File: config.mk
export PLATFORM = sky130hd
export DESIGN_NAME = ex_mul_seq_ctrl
export DESIGN_NICKNAME = d
export VERILOG_FILES = /design/src/rtl/ex_mul_seq_ctrl_pkg.sv /design/src/rtl/ex_mul_step.sv /design/src/rtl/ex_mul_seq_ctrl.sv
export SDC_FILE = /design/constraint.sdc
export NUM_CORES = 1
export LEC_CHECK = 0
export CAP_MARGIN = 40
export CORE_ASPECT_RATIO = 1.1
export CORE_MARGIN = 2
export CORE_UTILIZATION = 65
export DETAILED_ROUTE_END_ITERATION = 8
export GPL_TIMING_DRIVEN = 0
export PLACE_DENSITY = 0.89
export SLEW_MARGIN = 30
export SYNTH_ARGS = -nofsm -noshare
export SYNTH_HDL_FRONTEND = slang
export SYNTH_SLANG_ARGS = --single-unit
export TNS_END_PERCENT = 20
File: constraint.sdc
create_clock -name clk -period 14.7 [get_ports clk]
set_input_delay 2.94 -clock clk [delete_from_list [all_inputs] [get_ports clk]]
set_output_delay 2.94 -clock clk [all_outputs]
set_load 0.1 [all_outputs]
File: src/rtl/ex_mul_seq_ctrl_pkg.sv
// Shared definitions for the EX-stage multiplier sequencer: ALU op codes,
// FSM state encodings and small operand helpers.
package ex_mul_seq_ctrl_pkg;

    localparam logic [3:0] ALU_ADD    = 4'h0;
    localparam logic [3:0] ALU_MUL    = 4'h8;
    localparam logic [3:0] ALU_MULH   = 4'h9;
    localparam logic [3:0] ALU_MULHSU = 4'hA;
    localparam logic [3:0] ALU_MULHU  = 4'hB;

    typedef enum logic [1:0] {
        MULSEQ_IDLE = 2'd0,
        MULSEQ_CALC = 2'd1,
        MULSEQ_DONE = 2'd2
    } mulseq_state_e;

    function automatic logic is_mul_op(input logic [3:0] op);
        return (op == ALU_MUL) || (op == ALU_MULH) || (op == ALU_MULHSU) || (op == ALU_MULHU);
    endfunction

    // 0x80000000 maps onto itself, which is exactly its unsigned magnitude.
    function automatic logic [31:0] magnitude(input logic [31:0] value, input logic negative);
        return negative ? (32'd0 - value) : value;
    endfunction

endpackage

File: src/rtl/ex_mul_step.sv
// One combinational shift-add step: consumes BITS_PER_CYCLE multiplier bits,
// adding the matching shifted multiplicands into the accumulator.
module ex_mul_step #(
    parameter int BITS_PER_CYCLE = 2
) (
    input  logic [63:0] acc,
    input  logic [63:0] mcand,
    input  logic [31:0] mplier,
    output logic [63:0] acc_next,
    output logic [63:0] mcand_next,
    output logic [31:0] mplier_next
);

    always_comb begin
        // NOTE: blocking assignments here are intentional; each loop pass must see the running sum.
        acc_next = acc;
        for (int i = 0; i < BITS_PER_CYCLE; i++) begin
            if (mplier[i]) begin
                acc_next = acc_next + (mcand << i);
            end
        end
    end

    assign mcand_next  = mcand << BITS_PER_CYCLE;
    assign mplier_next = mplier >> BITS_PER_CYCLE;

endmodule

File: src/rtl/ex_mul_seq_ctrl.sv
// Multi-cycle multiplier sequencer for EX: sign handling, iterative shift-add,
// pipeline stall generation and registered result select.
module ex_mul_seq_ctrl
    import ex_mul_seq_ctrl_pkg::*;
#(
    parameter int BITS_PER_CYCLE = 2
) (
    input  logic        clk,
    input  logic        rst,
    input  logic        valid_i,
    input  logic [3:0]  alu_op,
    input  logic [31:0] rs1_data,
    input  logic [31:0] rs2_data,
    input  logic        flush_i,
    output logic        stall_o,
    output logic        mul_done,
    output logic [31:0] mul_result
);

    localparam int N  = 32 / BITS_PER_CYCLE;
    localparam int CW = (N > 1) ? $clog2(N) : 1;
    localparam logic [CW-1:0] COUNT_LAST = CW'(N - 1);

    mulseq_state_e state, state_next;
    logic [CW-1:0] count;
    logic [3:0]    op_q;
    logic [63:0]   acc, mcand;
    logic [31:0]   mplier;
    logic          neg;

    logic          start, a_signed, b_signed, neg_in, is_zero;
    logic [31:0]   a_mag, b_mag;
    logic [63:0]   step_acc, step_mcand, final_val;
    logic [31:0]   step_mplier;

    assign start    = valid_i & is_mul_op(alu_op) & ~flush_i & (state == MULSEQ_IDLE);
    assign a_signed = (alu_op == ALU_MULH) || (alu_op == ALU_MULHSU);
    assign b_signed = (alu_op == ALU_MULH);
    assign neg_in   = (a_signed & rs1_data[31]) ^ (b_signed & rs2_data[31]);
    assign a_mag    = magnitude(rs1_data, a_signed & rs1_data[31]);
    assign b_mag    = magnitude(rs2_data, b_signed & rs2_data[31]);
    assign is_zero  = (rs1_data == 32'd0) || (rs2_data == 32'd0);

    ex_mul_step #(.BITS_PER_CYCLE(BITS_PER_CYCLE)) u_step (
        .acc         (acc),
        .mcand       (mcand),
        .mplier      (mplier),
        .acc_next    (step_acc),
        .mcand_next  (step_mcand),
        .mplier_next (step_mplier)
    );

    assign final_val = neg ? (64'd0 - step_acc) : step_acc;

    always_ff @(posedge clk) begin
        // NOTE: non-blocking assignments for all registered state so every flop samples pre-edge values.
        if (rst) state <= MULSEQ_IDLE;
        else     state <= state_next;
    end

    always_comb begin
        // NOTE: defaults first so no path through this block leaves a signal unassigned (no latches).
        state_next = state;
        case (state)
            MULSEQ_IDLE: if (start) state_next = is_zero ? MULSEQ_DONE : MULSEQ_CALC;
            MULSEQ_CALC: if (count == '0) state_next = MULSEQ_DONE;
            MULSEQ_DONE: state_next = MULSEQ_IDLE;
            default:     state_next = MULSEQ_IDLE;
        endcase
        if (flush_i) state_next = MULSEQ_IDLE;
    end

    // A flush releases the pipeline immediately and suppresses the completion pulse.
    assign stall_o  = ~rst & ~flush_i & (start | (state == MULSEQ_CALC));
    assign mul_done = ~rst & ~flush_i & (state == MULSEQ_DONE);

    always_ff @(posedge clk) begin
        // NOTE: datapath registers are reset too, so mul_result and acc come up at a known zero.
        if (rst) begin
            count      <= '0;
            op_q       <= ALU_ADD;
            acc        <= '0;
            mcand      <= '0;
            mplier     <= '0;
            neg        <= 1'b0;
            mul_result <= '0;
        end else if (flush_i) begin
            count <= '0;
        end else if (start) begin
            op_q   <= alu_op;
            neg    <= neg_in;
            acc    <= '0;
            mcand  <= {32'd0, a_mag};
            mplier <= b_mag;
            if (is_zero) begin
                count      <= '0;
                mul_result <= '0;
            end else begin
                count <= COUNT_LAST;
            end
        end else if (state == MULSEQ_CALC) begin
            acc    <= step_acc;
            mcand  <= step_mcand;
            mplier <= step_mplier;
            if (count == '0) begin
                mul_result <= (op_q == ALU_MUL) ? final_val[31:0] : final_val[63:32];
            end else begin
                count <= count - 1'b1;
            end
        end
    end

endmodule
==> results of run 1 <==
==> kinds of logic after synthesis <==
family,synth area share [%]
DFF,18.5
AOI/OAI and AO/OA,31.1
buffers and inverters,4.46
xor gates and xnor gates,6.08
adders and majority gates,7.51
and+or+nand+nor,28.8
muxes,3.62
==> per-stage QoR <==
step                      utilization (%)  hold slack [ns]  cells
after floorplan                         -            0.444   3221
after global placement               70.9            0.433   3757
after detailed placement             72.9            0.444   3806
after CTS                            75.3            0.464   3846
==> routing by layer <==
metal	overflow	global-route usage [%]
met1	0	61.7
met2	3	82.0
met3	0	40.5
met4	6	56.0
met5	0	5.79
==> cells in the mapped netlist, types with 61 or more instances <==
cell,number,area (µm²)
sky130_fd_sc_hd__nand2_1,511,1920
sky130_fd_sc_hd__nor2_1,338,1270
sky130_fd_sc_hd__a21oi_1,318,1590
sky130_fd_sc_hd__dfxtp_1,203,4060
sky130_fd_sc_hd__o21ai_0,198,991
sky130_fd_sc_hd__clkbuf_1,167,627
sky130_fd_sc_hd__ha_1,129,1610
sky130_fd_sc_hd__nand3_1,97,485
sky130_fd_sc_hd__nor3_1,90,450
sky130_fd_sc_hd__xnor2_1,89,780
sky130_fd_sc_hd__nand4_1,75,469
sky130_fd_sc_hd__xor2_1,64,561
sky130_fd_sc_hd__a311oi_1,61,534
==> metrics list, run 1 <==
- For this design, the CTS-stage hold fixing added 0 buffers.
* Cts bufs inserted: 23
* Count of synthesis-stage warnings from yosys: 0
- Final weighted congestion in routability-driven placement: 1.29
- The run stopped with a tool error.
- Halt point of the flow: 5_1_grt
- The clock drives slightly above 200 sinks.
- Of the synthesized area, sequential elements account for 18.5%.
- Die Span X: 180 µm
* Placed Instance Area: around 24000 µm²
* First Error: [ERROR GRT-0116] Global routing finished with congestion. Check the congestion regions in the DRC Viewer.
- Dpl ws: ~4.6 ns
- After global routing the overflow that remains totals 9.
* EDFF count, synth: 0
- The clock passes through at most 3 buffers.
- Netlist area before placement: 22000 µm²
- The number of global-route vias before repair came to a little under 30000.
- Chip Height: between 150 and 200 µm
* Synth Net Count: 3424
- Global Route Usage Sum: 60.5%
* Total I/O pin count: 106
* Flip-flop and latch count after synthesis: between 200 and 250
* Proportion of synthesized flip-flops having asynchronous set or reset: 0%
* Wire length of the first global-routing pass: roughly 170000 µm
* Syn avg cell area: 6.84 µm²
- The cell count after synthesis came out at 3221.
* Number of setup buffers added after CTS: 0
- Row generation in the floorplan step produced 70 rows.
- Total half-perimeter wirelength after legalization and detailed placement: between 70000 and 80000 µm
* Buffers added on ports: 104
- Initial core utilization: 66.2%
- Pin count of the biggest net entering global routing: 14
* Netlist cell types: 93
- Cts repair resizes: 0
- The tree is rooted in a sky130_fd_sc_hd__clkbuf_16.
- Dominant register cell in the synthesized netlist: sky130_fd_sc_hd__dfxtp_1
- CTS built an H-tree with a depth of 1.
==> run 2: changes to the inputs <==
- CORE_ASPECT_RATIO: 1.1 -> unset
- CORE_UTILIZATION: 65 -> 40
- PLACE_DENSITY: 0.89 -> unset
- PLACE_DENSITY_LB_ADDON: unset -> 0.15
==> metrics list, run 2 <==
- The run finished with clean final reports.
- Clock period minus worst slack: 10.16 ns
* Number of setup buffers added after CTS: 0
* Netlist cell types: 93
- Sequential cells were found to cover 18.5% of the synthesized design area.
- Routability-driven placement finished with a final weighted congestion of slightly above 1.
- For this run the aggregate overflow at the end of global routing stands at 0.
* Largest area contributor in the synthesized netlist: sky130_fd_sc_hd__dfxtp_1
* Number of endpoints failing setup at the final stage: 0
- Setup repair after global routing left no endpoint under its margin.
- DIE AREA: 56900 µm²
- Critical Path Sink Type: register
- The library cells used most frequently in the layout, excluding fill and tap cells, are 511 x sky130_fd_sc_hd__nand2_1, 338 x sky130_fd_sc_hd__nor2_1, 318 x sky130_fd_sc_hd__a21oi_1.
- Critical Setup Path Class: register to register
- The detailed router finished its first iteration with 3031 violations.
- Area of all placed cells without fillers: about 26000 µm²
- Averaged over all synthesized cells, the footprint is between 6 and 7 µm².
- The floorplan has 86 rows.
* H-tree level count: 1
* Total I/O pin count: roughly 110
* Number of cells traversed by the worst register-to-register path: 25
- After detailed routing, the total wire length is roughly 120000 µm.
- Core area: 54800 µm²
- Static leakage: 9.56 nW
- Top fanout value on the critical path: 10
* Total half-perimeter wirelength after legalization and detailed placement: 95000 µm
* Worst-skew pair later-pin latency: 0.61 ns
- DRC violations left: 0
* Crit path max-delay family: buffers and inverters
- The first global-routing pass estimated 166000 µm of wire.
- In this run the clock root is driven by a sky130_fd_sc_hd__clkbuf_16.
* Flip-flop and latch count after synthesis: 203
- Endpoint of the worst register-to-register path: mul_result[28]
- Leaving out fill and tap cells, the most frequent cell in the layout is sky130_fd_sc_hd__nand2_1.
* Initial DRT Pass Iterations: 8
- From bottom edge to top edge, the die measures about 240 µm.
- Counting the fill cells in the layout gives around 5700.
* Reg-to-reg slack, setup: around 4.5 ns
- The number of hold violations in the final report is 0.
* Synth area leaders: sky130_fd_sc_hd__dfxtp_1 18%, sky130_fd_sc_hd__nand2_1 8.7%, sky130_fd_sc_hd__ha_1 7.3%, sky130_fd_sc_hd__a21oi_1 7.2%, sky130_fd_sc_hd__nor2_1 5.8%
- Critical Path Source Type: register
- Together, buffers and inverters on the worst path number 10.
- Cts repair resizes: 0
- Clock-pin slew on the worst setup and hold paths: ~0.060 ns
- Share of the clock period used by the worst path: 69.1%
- Type of the worst min-delay path: register to register
* EDFF count, synth: 0
* TritonCTS Sinks: 203
- Cells with a size suffix above 1 make up 6.94% of the layout.
* Cts bufs inserted: 27
- Max Slew Vio Count: 0
- From left edge to right edge, the die measures about 240 µm.
- The clock passes through at most 3 buffers.
* Critical path's largest stage delay: approximately 0.74 ns
- Total number of vias: 27200
- Buffers added on ports: approximately 100
- Gate count of the mapped netlist: 3221
- In this run the cell area measured after placement is ~25000 µm².
- In the final routed layout, each cell accounts on average for 27.9 µm.
- Hold repair after CTS inserted 0 buffers.
- Number of antenna violations at the first check in global routing: 3
- The clock arrives with 0.0313 ns of skew.
* Share of the synthesized area in the top cell type: 18.5%
* Signal arrival time at the worst endpoint: 10.59 ns
* Startpoint of the tightest hold check path: mul_result[27]
* Mean number of vias per cell: ~6.5
- After routing, the total negative slack on setup checks comes to 0 ns.
- Most instantiated library cell after synthesis: sky130_fd_sc_hd__nand2_1
- In this run the remaining antenna-violating nets after routing total 0.
- Most instantiated cells after synthesis: 511 x sky130_fd_sc_hd__nand2_1, 338 x sky130_fd_sc_hd__nor2_1, 318 x sky130_fd_sc_hd__a21oi_1
- Max-Slew Margin vs Limit: a little over a quarter
- When the netlist entered floorplanning its net count stood at roughly 3400.
* Highest achievable clock rate: 98.4 MHz
- IR analysis of the VDD net gives a maximum drop of 0.0984 mV.
- Netlist area before placement: around 22000 µm²
* Cell depth of the worst min-delay path: 2
- Proportion of synthesized flip-flops having asynchronous set or reset: 0%
- Net count reported at finish: around 3600
- Area delta synth->final: 16.6%
* Initial core utilization: between 40% and 50%
* Crit path required time: 15.13 ns
- The startpoint identified for the worst register-to-register timing path is mplier[0].
* Number of maximum-capacitance violations: 0
- Slowest cell on the critical path: sky130_fd_sc_hd__nor4_2
* Global Route Usage Sum: 39.3%
- TritonCTS built the clock tree.
- Worst min-delay path endpoint: mul_result[27]
- Dominant register cell in the synthesized netlist: sky130_fd_sc_hd__dfxtp_1
- For the pin with the worst max-slew slack, the measured transition is 1.09 ns.
* Top flop regs: acc x64, mcand x64
- Yosys printed 0 warnings.
- Power spread over the standard cell area amounts to around 59 nW/µm².
- Entering global routing, the biggest net connects 15 pins.
* Number of global-route vias before repair: between 20000 and 30000
* Number of antenna cells inserted: 0
[run 2: how the worst max path moves through the flow]
stage | start | end | slack, ns | cells after the start
final | mplier[0] | mul_result[28] | 4.54 | 25
after global routing | mplier[0] | mul_result[28] | 4.35 | 25
after CTS | mplier[0] | mul_result[28] | 4.90 | 25
after detailed placement | mplier[0] | mul_result[28] | 4.92 | 25
after global placement | mplier[0] | mul_result[28] | 3.72 | 23
after floorplan | alu_op[2] | stall_o | 5.84 | 7
[run 2: kinds of logic (layout without fill, tap and decap cells)]
group | after synthesis | in the layout | synth area share [%]
AND/OR/NAND/NOR | 1359 | 1359 | 28.8
AO/OA/AOI/OAI | 1044 | 1044 | 31.1
buffers and inverters | 256 | 479 | 4.46
flip-flops | 203 | 203 | 18.5
XOR/XNOR | 153 | 153 | 6.08
adder cells (fa/ha/maj) | 131 | 131 | 7.51
multiplexers | 75 | 75 | 3.62
[run 2: worst register-to-register path, stage by stage (launching register included)]
cell,delay (ns)
sky130_fd_sc_hd__dfxtp_1,0.50
sky130_fd_sc_hd__buf_2,0.31
sky130_fd_sc_hd__buf_2,0.43
sky130_fd_sc_hd__buf_1,0.71
sky130_fd_sc_hd__clkbuf_1,0.68
sky130_fd_sc_hd__clkbuf_1,0.61
sky130_fd_sc_hd__clkbuf_1,0.43
sky130_fd_sc_hd__buf_6,0.23
sky130_fd_sc_hd__buf_2,0.44
sky130_fd_sc_hd__mux2_2,0.43
sky130_fd_sc_hd__ha_1,0.36
sky130_fd_sc_hd__a21oi_1,0.44
sky130_fd_sc_hd__o21ai_0,0.22
sky130_fd_sc_hd__a221oi_1,0.66
sky130_fd_sc_hd__a2111oi_2,0.16
sky130_fd_sc_hd__buf_2,0.20
sky130_fd_sc_hd__or3_1,0.35
sky130_fd_sc_hd__nand3_1,0.11
sky130_fd_sc_hd__nor3b_1,0.31
sky130_fd_sc_hd__o21ai_1,0.23
sky130_fd_sc_hd__nor4_2,0.74
sky130_fd_sc_hd__nand4_1,0.34
sky130_fd_sc_hd__clkbuf_1,0.31
sky130_fd_sc_hd__nor3b_1,0.31
sky130_fd_sc_hd__mux2i_1,0.34
sky130_fd_sc_hd__a221oi_1,0.14
[run 2: cell type report]
class	count	area, µm²	area share [%]
clock inverter	12	129	0.502
multi-input combinational	2762	17000	66.3
inverter	53	199	0.775
clock buffer	35	756	2.94
buffer	203	793	3.09
tap	704	881	3.43
timing repair buffer	176	1830	7.13
sequential	203	4060	15.8
[run 2: routing by layer]
metal,routed length [µm],track usage [%],part of all wire (%)
met1,48300,51.7,42
met2,51100,63.2,44
met4,5000,14.8,4.3
met5,20,0,0.017
met3,11400,7.83,9.8
[run 2: stage by stage]
step | cells | setup WS [ns] | hold WS, ns | utilization (%) | total power, mW
CTS | 4138 | 4.90 | 0.468 | 46.8 | 1.50
finish | 4148 | 4.54 | 0.465 | 46.9 | 1.51
detailed placement | 4091 | 4.92 | 0.443 | 45.2 | 0.819
global route | 4148 | 4.35 | 0.487 | 46.9 | 1.54
floorplan | 3221 | 5.84 | 0.444 | - | 0.712
global placement | 4029 | 3.72 | 0.438 | 43.7 | 0.815
[run 2: power breakdown]
| group | total [mW] | internal [mW] | switching [mW] |
|---|---|---|---|
| clock | 0.690 | 0.396 | 0.294 |
| sequential | 0.568 | 0.557 | 0.0111 |
| combinational | 0.250 | 0.0820 | 0.168 |
| total | 1.51 | 1.04 | 0.474 |
Power figures use the tool's default switching activity.
